**src/rtl/data_mem_dump.sv**
```systemverilog
// End-of-run data-memory readback: streams N_WORDS {addr,data} from BASE_ADDR, else passes the DUT port through.
// Latency: first out_valid 2 cycles after start, then one word per cycle while out_ready is held high.
// Backpressure: out_ready low holds the head word; reads stop once FIFO plus in-flight reach 2 (MEM_DUMP_CHECKSUM_EN adds chk_sum/chk_valid).

module mem_dump_fifo #(
    parameter int WIDTH = 8,
    parameter int DEPTH = 2
) (
    input  logic                       clk,
    input  logic                       rst_n,
    input  logic                       in_vld,
    input  logic [WIDTH-1:0]           in_dat,
    output logic                       out_vld,
    output logic [WIDTH-1:0]           out_dat,
    input  logic                       out_rdy,
    output logic [$clog2(DEPTH+1)-1:0] count
);
    localparam int PW = (DEPTH > 1) ? $clog2(DEPTH) : 1;
    localparam int CW = $clog2(DEPTH + 1);

    logic [WIDTH-1:0] slot [DEPTH];
    logic [PW-1:0]    wr_ptr;
    logic [PW-1:0]    rd_ptr;
    logic             push;
    logic             pop;

    assign out_vld = (count != '0);
    assign out_dat = slot[rd_ptr];
    assign pop     = out_vld && out_rdy;
    // A push into a full FIFO is dropped unless a pop frees a slot the same cycle.
    assign push    = in_vld && ((count != CW'(DEPTH)) || pop);

    always_ff @(posedge clk) begin
        if (!rst_n) begin
            wr_ptr <= '0;
            rd_ptr <= '0;
            count  <= '0;
            for (int i = 0; i < DEPTH; i++) begin
                slot[i] <= '0;
            end
        end else begin
            if (push) begin
                slot[wr_ptr] <= in_dat;
                wr_ptr       <= (wr_ptr == PW'(DEPTH - 1)) ? '0 : wr_ptr + 1'b1;
            end
            if (pop) begin
                rd_ptr <= (rd_ptr == PW'(DEPTH - 1)) ? '0 : rd_ptr + 1'b1;
            end
            count <= count + CW'(push) - CW'(pop);
        end
    end
endmodule

module data_mem_dump #(
    parameter int                DATA_W    = 32,
    parameter int                ADDR_W    = 32,
    parameter logic [ADDR_W-1:0] BASE_ADDR = 32'h10010000,
    parameter int                N_WORDS   = 256
) (
    input  logic              CLK,
    input  logic              RST_n,
    input  logic              start,
    output logic              busy,
    output logic              done,
    input  logic              dut_rd,
    input  logic              dut_wr,
    input  logic [ADDR_W-1:0] dut_addr,
    input  logic [DATA_W-1:0] dut_wdata,
    output logic [DATA_W-1:0] dut_rdata,
    output logic              dut_conflict,
    output logic              mem_rd,
    output logic              mem_wr_n,
    output logic [ADDR_W-1:0] mem_addr,
    output logic [DATA_W-1:0] mem_wdata,
    input  logic [DATA_W-1:0] mem_rdata,
    output logic              out_valid,
    input  logic              out_ready,
    output logic [ADDR_W-1:0] out_addr,
    output logic [DATA_W-1:0] out_data
`ifdef MEM_DUMP_CHECKSUM_EN
    ,
    output logic [DATA_W-1:0] chk_sum,
    output logic              chk_valid
`endif
);
    localparam int CW = $clog2(N_WORDS + 1);

    typedef enum logic [1:0] {
        S_IDLE,
        S_READ,
        S_DRAIN,
        S_DONE
    } state_t;

    state_t               state;
    state_t               state_nx;
    logic [CW-1:0]        issue_cnt;
    logic                 in_flight;
    logic [ADDR_W-1:0]    flight_addr;
    logic [ADDR_W-1:0]    eng_addr;
    logic                 eng_rd;
    logic                 pop;
    logic                 credit_ok;
    logic                 last_issue;
    logic [2:0]           occ;
    logic [1:0]           fifo_count;
    logic [ADDR_W+DATA_W-1:0] head;

    assign eng_addr   = BASE_ADDR + (ADDR_W'(issue_cnt) << 2);
    assign last_issue = (issue_cnt == CW'(N_WORDS - 1));
    assign pop        = out_valid && out_ready;
    // A pop in the same cycle frees a slot, which keeps one word per cycle flowing.
    assign occ        = 3'(fifo_count) + 3'(in_flight) - 3'(pop);
    assign credit_ok  = (occ < 3'd2);

    always_ff @(posedge CLK) begin
        if (!RST_n) begin
            state <= S_IDLE;
        end else begin
            state <= state_nx;
        end
    end

    always_comb begin
        state_nx = state;
        eng_rd   = 1'b0;
        case (state)
            S_IDLE: begin
                if (start) begin
                    state_nx = S_READ;
                end
            end
            S_READ: begin
                eng_rd = credit_ok;
                if (credit_ok && last_issue) begin
                    state_nx = S_DRAIN;
                end
            end
            S_DRAIN: begin
                if (pop && (fifo_count == 2'd1) && !in_flight) begin
                    state_nx = S_DONE;
                end
            end
            S_DONE: begin
                state_nx = S_IDLE;
            end
            default: begin
                state_nx = S_IDLE;
            end
        endcase
    end

    assign busy = (state != S_IDLE);
    assign done = (state == S_DONE);

    always_ff @(posedge CLK) begin
        if (!RST_n) begin
            issue_cnt    <= '0;
            in_flight    <= 1'b0;
            flight_addr  <= '0;
            dut_conflict <= 1'b0;
        end else begin
            in_flight   <= eng_rd;
            flight_addr <= eng_addr;
            if ((state == S_IDLE) && start) begin
                issue_cnt <= '0;
            end else if (eng_rd) begin
                issue_cnt <= issue_cnt + 1'b1;
            end
            if (busy && (dut_rd || dut_wr)) begin
                dut_conflict <= 1'b1;
            end
        end
    end

    // While busy the DUT is cut off: no writes reach memory and reads return zero.
    assign mem_rd    = busy ? eng_rd   : dut_rd;
    assign mem_wr_n  = busy ? 1'b1     : ~dut_wr;
    assign mem_addr  = busy ? eng_addr : dut_addr;
    assign mem_wdata = busy ? '0       : dut_wdata;
    assign dut_rdata = busy ? '0       : mem_rdata;

    mem_dump_fifo #(
        .WIDTH (ADDR_W + DATA_W),
        .DEPTH (2)
    ) u_fifo (
        .clk     (CLK),
        .rst_n   (RST_n),
        .in_vld  (in_flight),
        .in_dat  ({flight_addr, mem_rdata}),
        .out_vld (out_valid),
        .out_dat (head),
        .out_rdy (out_ready),
        .count   (fifo_count)
    );

    assign out_addr = head[DATA_W +: ADDR_W];
    assign out_data = head[DATA_W-1:0];

`ifdef MEM_DUMP_CHECKSUM_EN
    always_ff @(posedge CLK) begin
        if (!RST_n) begin
            chk_sum <= '0;
        end else if ((state == S_IDLE) && start) begin
            chk_sum <= '0;
        end else if (pop) begin
            chk_sum <= chk_sum + out_data;
        end
    end

    assign chk_valid = done;
`endif
endmodule

```
**config.mk**
```make
export PLATFORM = sky130hd
export DESIGN_NAME = data_mem_dump
export DESIGN_NICKNAME = d
export VERILOG_FILES = /design/src/rtl/data_mem_dump.sv
export SDC_FILE = /design/constraint.sdc
export NUM_CORES = 1
export LEC_CHECK = 0
export BUFFER_PORTS_ARGS = -buffer_cell sky130_fd_sc_hd__clkbuf_2
export CAP_MARGIN = 40
export CORE_MARGIN = 2
export CORE_UTILIZATION = 30
export CTS_CLUSTER_DIAMETER = 50
export DETAILED_ROUTE_END_ITERATION = 12
export HOLD_SLACK_MARGIN = 0.12
export PLACE_DENSITY = 0.59
export SETUP_SLACK_MARGIN = 0.3
export SYNTH_ARGS = -nofsm -noshare
export SYNTH_HDL_FRONTEND = slang
export SYNTH_HIERARCHICAL = 1
export SYNTH_SLANG_ARGS = --single-unit
```
**constraint.sdc**
```tcl
create_clock -name CLK -period 7.3 [get_ports CLK]
set_input_delay 0.365 -clock CLK [delete_from_list [all_inputs] [get_ports CLK]]
set_output_delay 0.365 -clock CLK [all_outputs]
set_load 0.01 [all_outputs]
```
==> summary.txt <==
Critical Path, Cell by Cell = or2_2 -> and2_1 -> ha_1 -> nand2b_1 -> fa_1 -> xor2_2 -> o31ai_1 -> clkbuf_2
clk sink count = 156
Starting Density = 30.7%
GR Util All Layers = 13.3%
die area = 26,200 um^2
IO Count = 268
CTS tree = yes
Hold Crit Class = in2reg
die width = 162 um
DRT iter0 DRCs = 203
CP Data Required Time = 6.93 ns
final antenna-violating net count = 0
FP Rows = 57
Num CTS Buffers = 17
Worst Path Arrival = 2.94 ns
register area = 4410 um^2
leak pwr = 4.32 nW
Detailed Routing Iterations Pass 1 = 7
Synth-to-Final Area Change = 31.2%
Ant. Diodes = 0
Max rail drop VDD = 0.000186 V
Comb power frac = 39.7%
Cell variety after synth = 39
Die H = 162 um
Multi-input gate area = 3010 um^2
core area = 24,400 um^2
Avg Inst Size Synth = 12.9 um^2
CTS max path bufs = 2
Post-Synthesis Cells = 578
CP Capture Type = primary output
P_sw = 1.14 mW
hold buffer count at cts = 0
Final Instance Area = 9820 um^2
gr ovfl total = 0
CP Class = reg2out
Clock Tree Root = clkbuf_16
Cell Int Power = 2.14 mW
CP Max Fanout = 10
sw frac = 34.7%
wirelength, routed = 17.5 mm
max_slew headroom = 49.9%
Setup-failing EPs final = 0
Post-DP Area = 9270 um^2
CP startpoint kind = flip-flop
sequential area share after synthesis = 58.8%
Clk network pwr share = 24.8%
clock latency on the worst-skew pair = 0.42 ns
dpl hpwl = 12.2 mm
share of cells above drive strength 1 = 43.5%
vias in the first global route = 4,911
max-slew violation count = 0
clk_skew = 0.0132 ns
Layout Nets = 989
Worst-path clk slew = 0.07 ns
Worst path slowest cell = xor2_2
DRC = 0
Synth Cell Area = 7480 um^2
sequential share of power = 35.5%
fillers = 2,354
R2R Setup Slk = 4.52 ns
most frequent cells in the layout = clkbuf_2, and2_1, edfxtp_1, mux2_2, conb_1
outcome = finished, final reports clean
port bufs = 267
Yosys top cell area share = 51.4%
pin count of the biggest net entering global routing = 99
GP Congestion = 0.842
via count = 5,120
worst-margin pin slew = 0.752 ns
maximum clock frequency = 302 MHz
Synth area leaders = edfxtp_1, and2_1, mux2_2, dfxtp_1, buf_6
WL/cell = 14.4 um
max-cap violations = 0
commonest non-fill, non-tap cell in the layout = clkbuf_2
Post-CTS Resized = 0
period utilization = 45.3%
initial antenna violation count = 1
post-CTS setup buffer count = 0
first-pass GRT wire length = 26.4 mm
Final min period = 3.31 ns
post-route setup TNS = 0 ns
final hold viol count = 0
Synth Warn # = 6
vias per inst = 4.22
H-tree Lvls = 4
RSZ-0062 raised after global routing = false
pwr dens = 334 nW/um^2
cell taking the most area after synthesis = edfxtp_1
largest stage delay on the critical path = 0.48 ns
Yosys reg bits = 156
power groups by stage:
stage	Clock, mW	Combinational [mW]	Sequential (mW)
global placement	0	1.27	1.22
CTS	0.838	1.34	1.16
finish	0.813	1.30	1.16
global route	0.875	1.43	1.18
floorplan	0	0.842	1.16
detailed placement	0	1.33	1.18
sequential cells by signal, indices dropped and copies added, names as in the netlist, named ones only:
| name | cells |
|---|---|
| in_flight | 1 |
| u_fifo/rd_ptr | 1 |
| u_fifo/slot | 128 |
| dut_conflict | 1 |
| flight_addr | 10 |
| u_fifo/count | 2 |
| state | 2 |
| u_fifo/wr_ptr | 1 |
| issue_cnt | 9 |
worst paths after layout:
path                                      to  cells after the start       startpoint
worst max-delay path                  mem_rd                      8  u_fifo/count[1]
worst min-delay path            issue_cnt[8]                      2            start
worst max register to register      state[1]                      9  u_fifo/count[1]
worst min register to register  dut_conflict                      1     dut_conflict
layer usage:
| metal | vias to the layer above | track usage [%] | wire length (um) |
|---|---|---|---|
| li1 | 2532 | - | - |
| met4 | 0 | 4.38 | 307 |
| met3 | 19 | 3.63 | 1100 |
| met2 | 218 | 24.8 | 9020 |
| met5 | - | 0 | 0 |
| met1 | 2351 | 14.6 | 7050 |
cell type report:
cell class,count,share of cell area (%)
repair buffers,272,14.5
clock buffers,18,4.47
clock inverters,14,1.11
well taps,324,4.13
flip-flops and latches,156,44.9
multi-input cells,423,30.6
inverters,7,0.268
cells in the mapped netlist:
cell type	number
a21o_1	1
a21oi_1	1
a221oi_1	1
a221oi_2	1
and2_1	227
and4_4	1
and4b_4	1
buf_2	8
buf_6	12
clkbuf_1	13
conb_1	1
dfxtp_1	28
edfxtp_1	128
fa_1	1
ha_1	9
inv_1	7
mux2_2	72
mux2i_1	1
nand2_1	10
nand2_2	1
nand2b_1	4
nand3_1	5
nand4_1	1
nor2_1	12
nor2b_1	2
nor3_1	2
nor3b_1	1
nor4_1	2
nor4_2	1
o21a_1	3
o21a_2	1
o21ai_0	3
o21ai_1	2
o31a_1	1
o31ai_1	1
or2_2	1
or3b_1	1
xnor2_1	10
xor2_2	1
kinds of logic (layout without fill, tap and decap cells):
group           count (synthesis)  count (layout)  synth area share [%]
simple gates                  272             272                  22.2
xor+xnor                       11              11                  1.39
flops                         156             156                  58.8
fa+ha+maj                      10              10                  1.77
buf+inv                        40             311                  3.34
mux                            73              73                  11.0
other cells                     1              42                0.0501
compound gates                 15              15                  1.45
metrics by stage:
step / std cells / util, % / total power, mW / setup slack, ns / hold WS (ns)
final: 1214 / 40.3 / 3.28 / 3.99 / 0.167
after global routing: 1214 / 40.3 / 3.48 / 3.85 / 0.141
after CTS: 1214 / 40.3 / 3.34 / 3.97 / 0.144
after detailed placement: 1182 / 38.0 / 2.52 / 4.44 / 0.484
after global placement: 1179 / 37.7 / 2.49 / 4.42 / 0.456
after floorplan: 619 / - / 2.00 / 1.53 / 0.393
critical path, delay by kind of cell (launching register included):
kind,cells,cell delay [ns]
adder cells (fa/ha/maj),2,0.67
AO/OA/AOI/OAI,1,0.15
buffers and inverters,1,0.16
XOR/XNOR,1,0.48
flip-flops,1,0.40
AND/OR/NAND/NOR,3,0.67
Note: power is estimated with default switching activity, not from simulation.
